### config.mk
export PLATFORM = sky130hd
export DESIGN_NAME = sipo_deserializer
export DESIGN_NICKNAME = d
export VERILOG_FILES = /design/src/rtl/sipo_pkg.sv /design/src/rtl/sipo_bit_counter.sv /design/src/rtl/sipo_deserializer.sv
export SDC_FILE = /design/constraint.sdc
export NUM_CORES = 1
export LEC_CHECK = 0
export BUFFER_PORTS_ARGS = -buffer_cell sky130_fd_sc_hd__buf_2
export CORE_AREA = 2 2 39 41
export CTS_CLUSTER_DIAMETER = 60
export DETAILED_ROUTE_END_ITERATION = 12
export DIE_AREA = 0 0 41 43
export HOLD_SLACK_MARGIN = 0.15
export PLACE_DENSITY = 0.67
export SLEW_MARGIN = 40
export SYNTH_ARGS = -nofsm -noshare
export SYNTH_HDL_FRONTEND = slang
export SYNTH_SLANG_ARGS = --single-unit
### constraint.sdc
create_clock -name clk -period 1.75 [get_ports clk]
set_clock_uncertainty 0.15 [all_clocks]
set_input_delay 0.2625 -clock clk [delete_from_list [all_inputs] [get_ports clk]]
set_output_delay 0.2625 -clock clk [all_outputs]
set_load 0.005 [all_outputs]
### src/rtl/sipo_pkg.sv
`default_nettype none
// +----------------------------------------------------------------------------+
// | Module  : sipo_pkg                                                         |
// | Purpose : Shared types and helpers for the serial-in/parallel-out          |
// |           deserializer: assembly FSM state encoding and the count-width    |
// |           function.                                                        |
// | Ports   : none (package)                                                   |
// | Rev     : 1.0 - initial release                                            |
// +----------------------------------------------------------------------------+
package sipo_pkg;

  // Assembly FSM states: IDLE holds no partial bits, SHIFT holds 1..WIDTH-1.
  typedef enum logic {
    S_IDLE  = 1'b0,
    S_SHIFT = 1'b1
  } state_e;

  // Ceiling log2, evaluated at elaboration time for counter widths.
  function automatic int clog2(input int value);
    int r;
    int v;
    r = 0;
    v = value - 1;
    for (int i = 0; i < 32; i++) begin
      if (v > 0) begin
        r = r + 1;
        v = v >> 1;
      end
    end
    return r;
  endfunction

endpackage
`default_nettype wire

### src/rtl/sipo_bit_counter.sv
`default_nettype none
// +----------------------------------------------------------------------------+
// | Module  : sipo_bit_counter                                                 |
// | Purpose : Counts received bits of the word being assembled. Wraps from     |
// |           WIDTH-1 back to 0 when the final bit of a word arrives.          |
// | Ports   : clk, rst        - clock, synchronous active-high reset           |
// |           clr_i           - force count to 0 (highest priority)            |
// |           load_one_i      - force count to 1 (first bit of a new word)     |
// |           inc_i           - advance by one, wrapping at WIDTH-1            |
// |           count_o         - current count                                  |
// | Rev     : 1.0 - initial release                                            |
// +----------------------------------------------------------------------------+
module sipo_bit_counter
  import sipo_pkg::*;
#(
  parameter int WIDTH = 4,
  parameter int CW    = clog2(WIDTH + 1)
) (
  input  logic          clk,
  input  logic          rst,
  input  logic          clr_i,
  input  logic          load_one_i,
  input  logic          inc_i,
  output logic [CW-1:0] count_o
);

  localparam logic [CW-1:0] c_LAST = CW'(WIDTH - 1);
  localparam logic [CW-1:0] c_ONE  = CW'(1);

  logic [CW-1:0] count_q;
  logic [CW-1:0] count_d;

  always_comb begin
    count_d = count_q;
    if (clr_i) begin
      count_d = '0;
    end else if (load_one_i) begin
      count_d = c_ONE;
    end else if (inc_i) begin
      count_d = (count_q == c_LAST) ? '0 : count_q + c_ONE;
    end
  end

  always_ff @(posedge clk) begin
    if (rst) begin
      count_q <= '0;
    end else begin
      count_q <= count_d;
    end
  end

  assign count_o = count_q;

endmodule
`default_nettype wire

### src/rtl/sipo_deserializer.sv
`default_nettype none
// +----------------------------------------------------------------------------+
// | Module  : sipo_deserializer                                                |
// | Purpose : Collects serial bits into WIDTH-bit words and presents them on a |
// |           valid/ready interface. Flags dropped words (overrun) and allows  |
// |           frame resynchronisation.                                         |
// | Ports   : clk, rst        - clock, synchronous active-high reset           |
// |           serial_in       - data bit, used when bit_valid=1                |
// |           bit_valid       - serial_in carries a bit this cycle             |
// |           frame_start     - discard any partial word                       |
// |           parallel_out    - assembled word, stable while out_valid=1       |
// |           out_valid       - parallel_out holds an unconsumed word          |
// |           out_ready       - consumer accepts the word                      |
// |           busy            - a partial word is being assembled              |
// |           overrun         - sticky flag: a completed word was dropped      |
// |           overrun_clr     - clears overrun                                 |
// | Rev     : 1.0 - initial release                                            |
// +----------------------------------------------------------------------------+
module sipo_deserializer
  import sipo_pkg::*;
#(
  parameter int WIDTH     = 4,
  parameter int MSB_FIRST = 1
) (
  input  logic             clk,
  input  logic             rst,
  input  logic             serial_in,
  input  logic             bit_valid,
  input  logic             frame_start,
  output logic [WIDTH-1:0] parallel_out,
  output logic             out_valid,
  input  logic             out_ready,
  output logic             busy,
  output logic             overrun,
  input  logic             overrun_clr
);

  localparam int            CW     = clog2(WIDTH + 1);
  localparam logic [CW-1:0] c_LAST = CW'(WIDTH - 1);

  state_e           state_q, state_d;
  logic [WIDTH-1:0] sreg_q, sreg_d;
  logic [WIDTH-1:0] pout_q, pout_d;
  logic             valid_q, valid_d;
  logic             ovr_q, ovr_d;

  logic [CW-1:0]    w_count;
  logic [WIDTH-1:0] w_shifted;
  logic             w_last;
  logic             w_complete;
  logic             w_accept;
  logic             w_drop;

  // Shift direction decides where the first received bit ends up.
  generate
    if (MSB_FIRST != 0) begin : g_msb_first
      assign w_shifted = {sreg_q[WIDTH-2:0], serial_in};
    end else begin : g_lsb_first
      assign w_shifted = {serial_in, sreg_q[WIDTH-1:1]};
    end
  endgenerate

  sipo_bit_counter #(
    .WIDTH (WIDTH),
    .CW    (CW)
  ) u_bit_counter (
    .clk        (clk),
    .rst        (rst),
    .clr_i      (frame_start & ~bit_valid),
    .load_one_i (bit_valid & (frame_start | (state_q == S_IDLE))),
    .inc_i      (bit_valid & ~frame_start & (state_q == S_SHIFT)),
    .count_o    (w_count)
  );

  assign w_last     = (w_count == c_LAST);
  // frame_start overrides completion: the bit it carries starts a new word.
  assign w_complete = bit_valid & ~frame_start & (state_q == S_SHIFT) & w_last;
  // The output slot is free if empty or being emptied on this very edge.
  assign w_accept   = w_complete & (~valid_q | out_ready);
  assign w_drop     = w_complete & valid_q & ~out_ready;

  always_comb begin
    state_d = state_q;
    sreg_d  = sreg_q;
    pout_d  = pout_q;
    valid_d = valid_q;
    ovr_d   = ovr_q;

    if (frame_start) begin
      state_d = bit_valid ? S_SHIFT : S_IDLE;
    end else if (bit_valid) begin
      if (state_q == S_IDLE) begin
        state_d = S_SHIFT;
      end else begin
        state_d = w_last ? S_IDLE : S_SHIFT;
      end
    end

    // Stale bits left behind by a resync are pushed out before a word completes.
    if (bit_valid) begin
      sreg_d = w_shifted;
    end

    if (w_accept) begin
      pout_d  = w_shifted;
      valid_d = 1'b1;
    end else if (valid_q && out_ready) begin
      valid_d = 1'b0;
    end

    // A drop in the same cycle as a clear leaves the flag set.
    if (w_drop) begin
      ovr_d = 1'b1;
    end else if (overrun_clr) begin
      ovr_d = 1'b0;
    end
  end

  always_ff @(posedge clk) begin
    if (rst) begin
      state_q <= S_IDLE;
      sreg_q  <= '0;
      pout_q  <= '0;
      valid_q <= 1'b0;
      ovr_q   <= 1'b0;
    end else begin
      state_q <= state_d;
      sreg_q  <= sreg_d;
      pout_q  <= pout_d;
      valid_q <= valid_d;
      ovr_q   <= ovr_d;
    end
  end

  assign parallel_out = pout_q;
  assign out_valid    = valid_q;
  assign busy         = (state_q == S_SHIFT);
  assign overrun      = ovr_q;

endmodule
`default_nettype wire

---- Word-level counts from Yosys, hierarchy flattened ----
Cells that the tools add are included.
word-level totals
  bits in registers ....................... 13
  output and inout bits ................... 7
  bits of input ports ..................... 7
  logic and storage cells ................. 43
operators by class
  equality and inequality tests ........... 1
  $add $sub $neg .......................... 1
  mux-type cells .......................... 12
  bitwise operators ....................... 15
  reduce and logical (&&, ||, !) cells .... 7
operator list
  cell                                                              count
  1-bit two-way mux                                                 11
  1-bit AND                                                         8
  2-bit nonzero test                                                4
  1-bit inverter                                                    5
  3-bit by 1-bit adder with 3-bit output (second input constant)    1
  3-bit by 2-bit == test with 1-bit output (second input constant)  1
  3-bit two-way mux                                                 1
  3-bit OR reduction                                                1
  1-bit bitwise OR                                                  2
  2-bit OR reduction                                                1
  1-bit logical AND                                                 1

---- Logic depth before layout (Yosys ltp) ----
  depth in word-level cells ............... 7
  mapped depth ............................ 4
  mapped depth without buffers ............ 4

---- Modules after synthesis ----
Synthesis repeated with hierarchy kept, for this count alone.
second synthesis, totals
  cell total of the unflattened synthesis .. 60
  area, all modules ....................... 610.6 um2
modules (own cells, without submodules)
  module             seq. area each (um2)  area an instance (um2)  times used  cells an instance
  sipo_deserializer  200.2                 464.2                   1           45
  sipo_bit_counter   60.1                  146.4                   1           15

---- Worst setup path before layout ----
Ideal clock, no wire load.
  path type ............................... register -> register
  from .................................... register u_bit_counter.count_q[0], in the netlist u_bit_counter.count_o[0]
  to ...................................... register pout_q[0], in the netlist parallel_out[0]
  arrival ................................. 1.083 ns
  slack ................................... 0.446 ns
  setup time .............................. 0.072 ns
  clock period less this slack ............ 1.304 ns
  required time ........................... 1.528 ns
  path buffers ............................ 0
  cell stages (with the launch flop) ...... 5
  cells stage by stage .................... dfxtp_1 ha_1 nand3b_4 nor3b_4 mux2i_1
on the way
  word-level cells in the longest chain between the ends .. 3
ends and longest elaborated chain
  element                                   RTL line                  RTL
  from (decl)                               sipo_bit_counter.sv:30    logic [CW-1:0] count_q;
  from (signal assigned)                    sipo_bit_counter.sv:48    count_q <= count_d;
  3-bit by 2-bit == test with 1-bit output  sipo_deserializer.sv:75   assign w_last = (w_count == c_LAST);
  1-bit AND                                 sipo_deserializer.sv:77   assign w_complete = bit_valid & ~frame_start & (state_q == S_SHIFT) & w_last;
  1-bit AND                                 sipo_deserializer.sv:79   assign w_accept = w_complete & (~valid_q | out_ready);
  to (signal assigned)                      sipo_deserializer.sv:129  pout_q <= pout_d;
  to (decl)                                 sipo_deserializer.sv:43   logic [WIDTH-1:0] pout_q, pout_d;
Every way passes these cells.
A chain may end at the register's enable or synchronous reset.

---- Final worst setup path ----
  from .................................... input frame_start
  to ...................................... register pout_q[0], in the netlist parallel_out[0]
on the way
  word-level cells in the longest chain between the ends .. 5
ends and longest elaborated chain
  element                  RTL line                 RTL
  from (decl)              sipo_deserializer.sv:29  input logic frame_start,
  1-bit inverter           sipo_deserializer.sv:77
  1-bit AND (3 in series)  sipo_deserializer.sv:77
  1-bit AND                sipo_deserializer.sv:79
Every way passes these cells.

==> impl_metrics.yaml <==
logic_synthesis:
  synth_mux_area_share_pct: 13.9
  synth_most_common_cell: "dfxtp_1"
  syn_area_sq_um: 578
  yosysSeqAreaShare_pct: 45.0
  synth_fp_nets: 65
  yosys.area_share.simple_pct: 31.6
  async_flop_share_pct: 0
  postSynthCellCount: 57
  synth-main-ff-cell: "dfxtp_1"
  synth_edf_count: 0
  netlist_top_cells_count: "dfxtp_1 (13), nand2b_1 (11), mux2i_1 (8)"
  avgSynthCellArea_sq_um: 10.1
  synthAdderAreaFrac_pct: 2.16
  synthXorXnorAreaFrac_pct: 0
  yosys.area.top_type: "dfxtp_1"
  synthTopCellsByArea: "dfxtp_1 (45%), mux2i_1 (14%), nand2b_1 (12%)"
  synth_cell_type_count: 19
  ys_warn_count: 0
  synth_top_family_by_area: "simple AND/OR/NAND/NOR gates"
  synth_compound_area_share_pct: 4.11
  synth_seq_cells: 13
  netlist.area_leader.share_pct: 45.0
power:
  power.share.combinational_pct: 8.5
  clkPwrFrac_pct: 33.4
  p_per_area_mw_per_mm2: 740
  intPower_w: 0.000413
  p_sw_w: 0.000114
  p_seq_share_pct: 58.0
  cellLeakagePower_nw: 0.313
  swShare_pct: 21.6
  ir_worst_vdd_uv: 451
drt:
  vias: 421
  drtPass1Iterations: 4
  routed_via_density: 4.58
  drc_errors: 0
  drt_iter0_drc: 2
  wl_per_cell_microns: 10.4
  drt-total-wl_microns: 961
  antenna_left: 0
critical_path:
  required_ns: 1.80
  crit_type: "input pin to flop"
  path_max_fanout: 5
  arrival_ns: 1.67
  cp-end-kind: "flop"
  cp-start-kind: "input pin"
clock_tree:
  clock_latency_ns: 0.26
  root_buffer: "clkbuf_4"
  clkTransAtPathRegs_ns: 0.08
  numCtsBuffers: 3
  cts_sinks: 13
  cts-htree-levels: 1
  cts_resized: 0
  clk_path_buf_depth: 2
  cts_tree: "yes"
final_layout:
  area_growth_pct: 23.2
  fillers: 124
  fin_area_sq_um: 712
  multi_input_area_sq_um: 299
  diodes: 0
  nNetsFinal: 85
  final_util_pct: 51.4
  regArea_sq_um: 260
  drive_gt1_share_pct: 26.3
floorplan:
  io_pins: 14
  core-area_sq_mm: 0.00138
  die_h_microns: 43
  die_area_sq_mm: 0.00176
  die_w_microns: 41
  std_cell_rows: 14
  start_util_pct: 41.8
timing:
  slew_violations: 0
  post-route-period-util_pct: 92.7
  worst_slack_ns: 0.128
  layout_min_cycle_time_ns: 1.62
  hold_viol_final: 0
  rsz0062_at_grt: "false"
  setup-violations-final: 0
  slew_headroom_pct: 79.7
  tightest_slew_ns: 0.304
  fmax_mhz: 616
  fin_tns_setup_ns: 0
placement:
  globalplace.congestion: 0.733
  dp_hpwl_microns: 697
  placedInstanceArea_sq_um: 656
  portBuffers: 13
  pre_cts_slack_ns: 0.351
global_routing:
  track_usage_pct: 13.0
  grt_max_degree: 19
  grt_pass1_vias: 360
  grt_first_pass_wirelength_microns: 1510
  grt_overflow_total: 0
  antenna_found_initial: 0
flow_run:
  cap_violations: 0
outcome:
  outcome: "finished, final reports clean"
hold_path:
  holdCritPathClass: "input pin to flop"
## state kept, by name, indices dropped and copies added (netlist names)
register and count:
busy 1, out_valid 1, overrun 1, parallel_out 4
sreg_q 3, u_bit_counter.count_o 3
## kinds of logic after synthesis
logic type / Yosys count
AO/OA/AOI/OAI: 4
adder cells (fa/ha/maj): 1
buffers and inverters: 3
flip-flops: 13
multiplexers: 8
AND/OR/NAND/NOR: 28
## final cells by class
cell class,instances,area share (%)
Multi-Input combinational cell,41,42.0
Sequential cell,13,36.6
Tap cell,16,2.81
Timing Repair Buffer,17,14.4
Inverter,1,0.527
Clock buffer,4,3.69
## cell usage in the layout, fill, tap and decap left out
master         instances
buf_2                 13
clkbuf_1               1
nand2b_1              11
nand3b_4               1
mux2i_1                8
inv_1                  1
a31oi_1                1
nor3b_4                1
nor2b_1                3
nor2_1                 6
or3b_2                 1
and3_1                 1
o31ai_1                1
ha_1                   1
nor3_1                 3
nand2_1                1
dlygate4sd3_1          3
clkbuf_4               3
dfxtp_1               13
a21oi_1                1
o21ai_0                1
buf_4                  1
## stage by stage
step	power, W	hold slack [ns]	std cells
after floorplan	0.000339	0.192	57
after global placement	0.000353	0.316	85
after detailed placement	0.000353	0.309	85
after CTS	0.000536	0.173	92
after global routing	0.000559	0.185	92
final	0.000527	0.181	92
## critical path, cell delays in order
cell and delay (ns):
dlygate4sd3_1 0.53, buf_2 0.15, nand2b_1 0.19, nor3b_4 0.32, mux2i_1 0.22
## power groups by stage
stage | clock [W] | sequential, W | combinational (W)
final | 0.000176 | 0.000306 | 0.0000449
after global routing | 0.000201 | 0.000307 | 0.0000504
after CTS | 0.000184 | 0.000306 | 0.0000454
after detailed placement | 0 | 0.000313 | 0.0000400
after global placement | 0 | 0.000313 | 0.0000400
after floorplan | 0 | 0.000312 | 0.0000270
## repair_timing
action	CTS	global route
hold buffers	3	0
setup endpoints to repair	0	0
buffers inserted	0	0
hold endpoints to repair	4	0
## layer usage
metal  vias up  part of all wire, %  global-route usage, %
met4         0                  3.7                   12.0
met1       170                   51                   17.6
li1        234                    -                      -
met5         -                    0                      0
met3         4                  6.2                   3.14
met2        13                   39                   15.9
## path summary, 6_finish.rpt
check | cells after the start | to | slack, ns | from
setup reg to reg | 4 | parallel_out[0]$_SDFFE_PP0P_ | 0.33 | u_bit_counter.count_o[1]$_SDFFE_PP0P_
hold reg to reg | 2 | parallel_out[1]$_SDFFE_PP0P_ | 0.32 | parallel_out[1]$_SDFFE_PP0P_
setup / recovery | 5 | parallel_out[0]$_SDFFE_PP0P_ | 0.13 | frame_start
hold / removal | 3 | out_valid$_SDFFE_PP0P_ | 0.18 | out_ready
No activity file was read; power rests on OpenSTA's default activity.
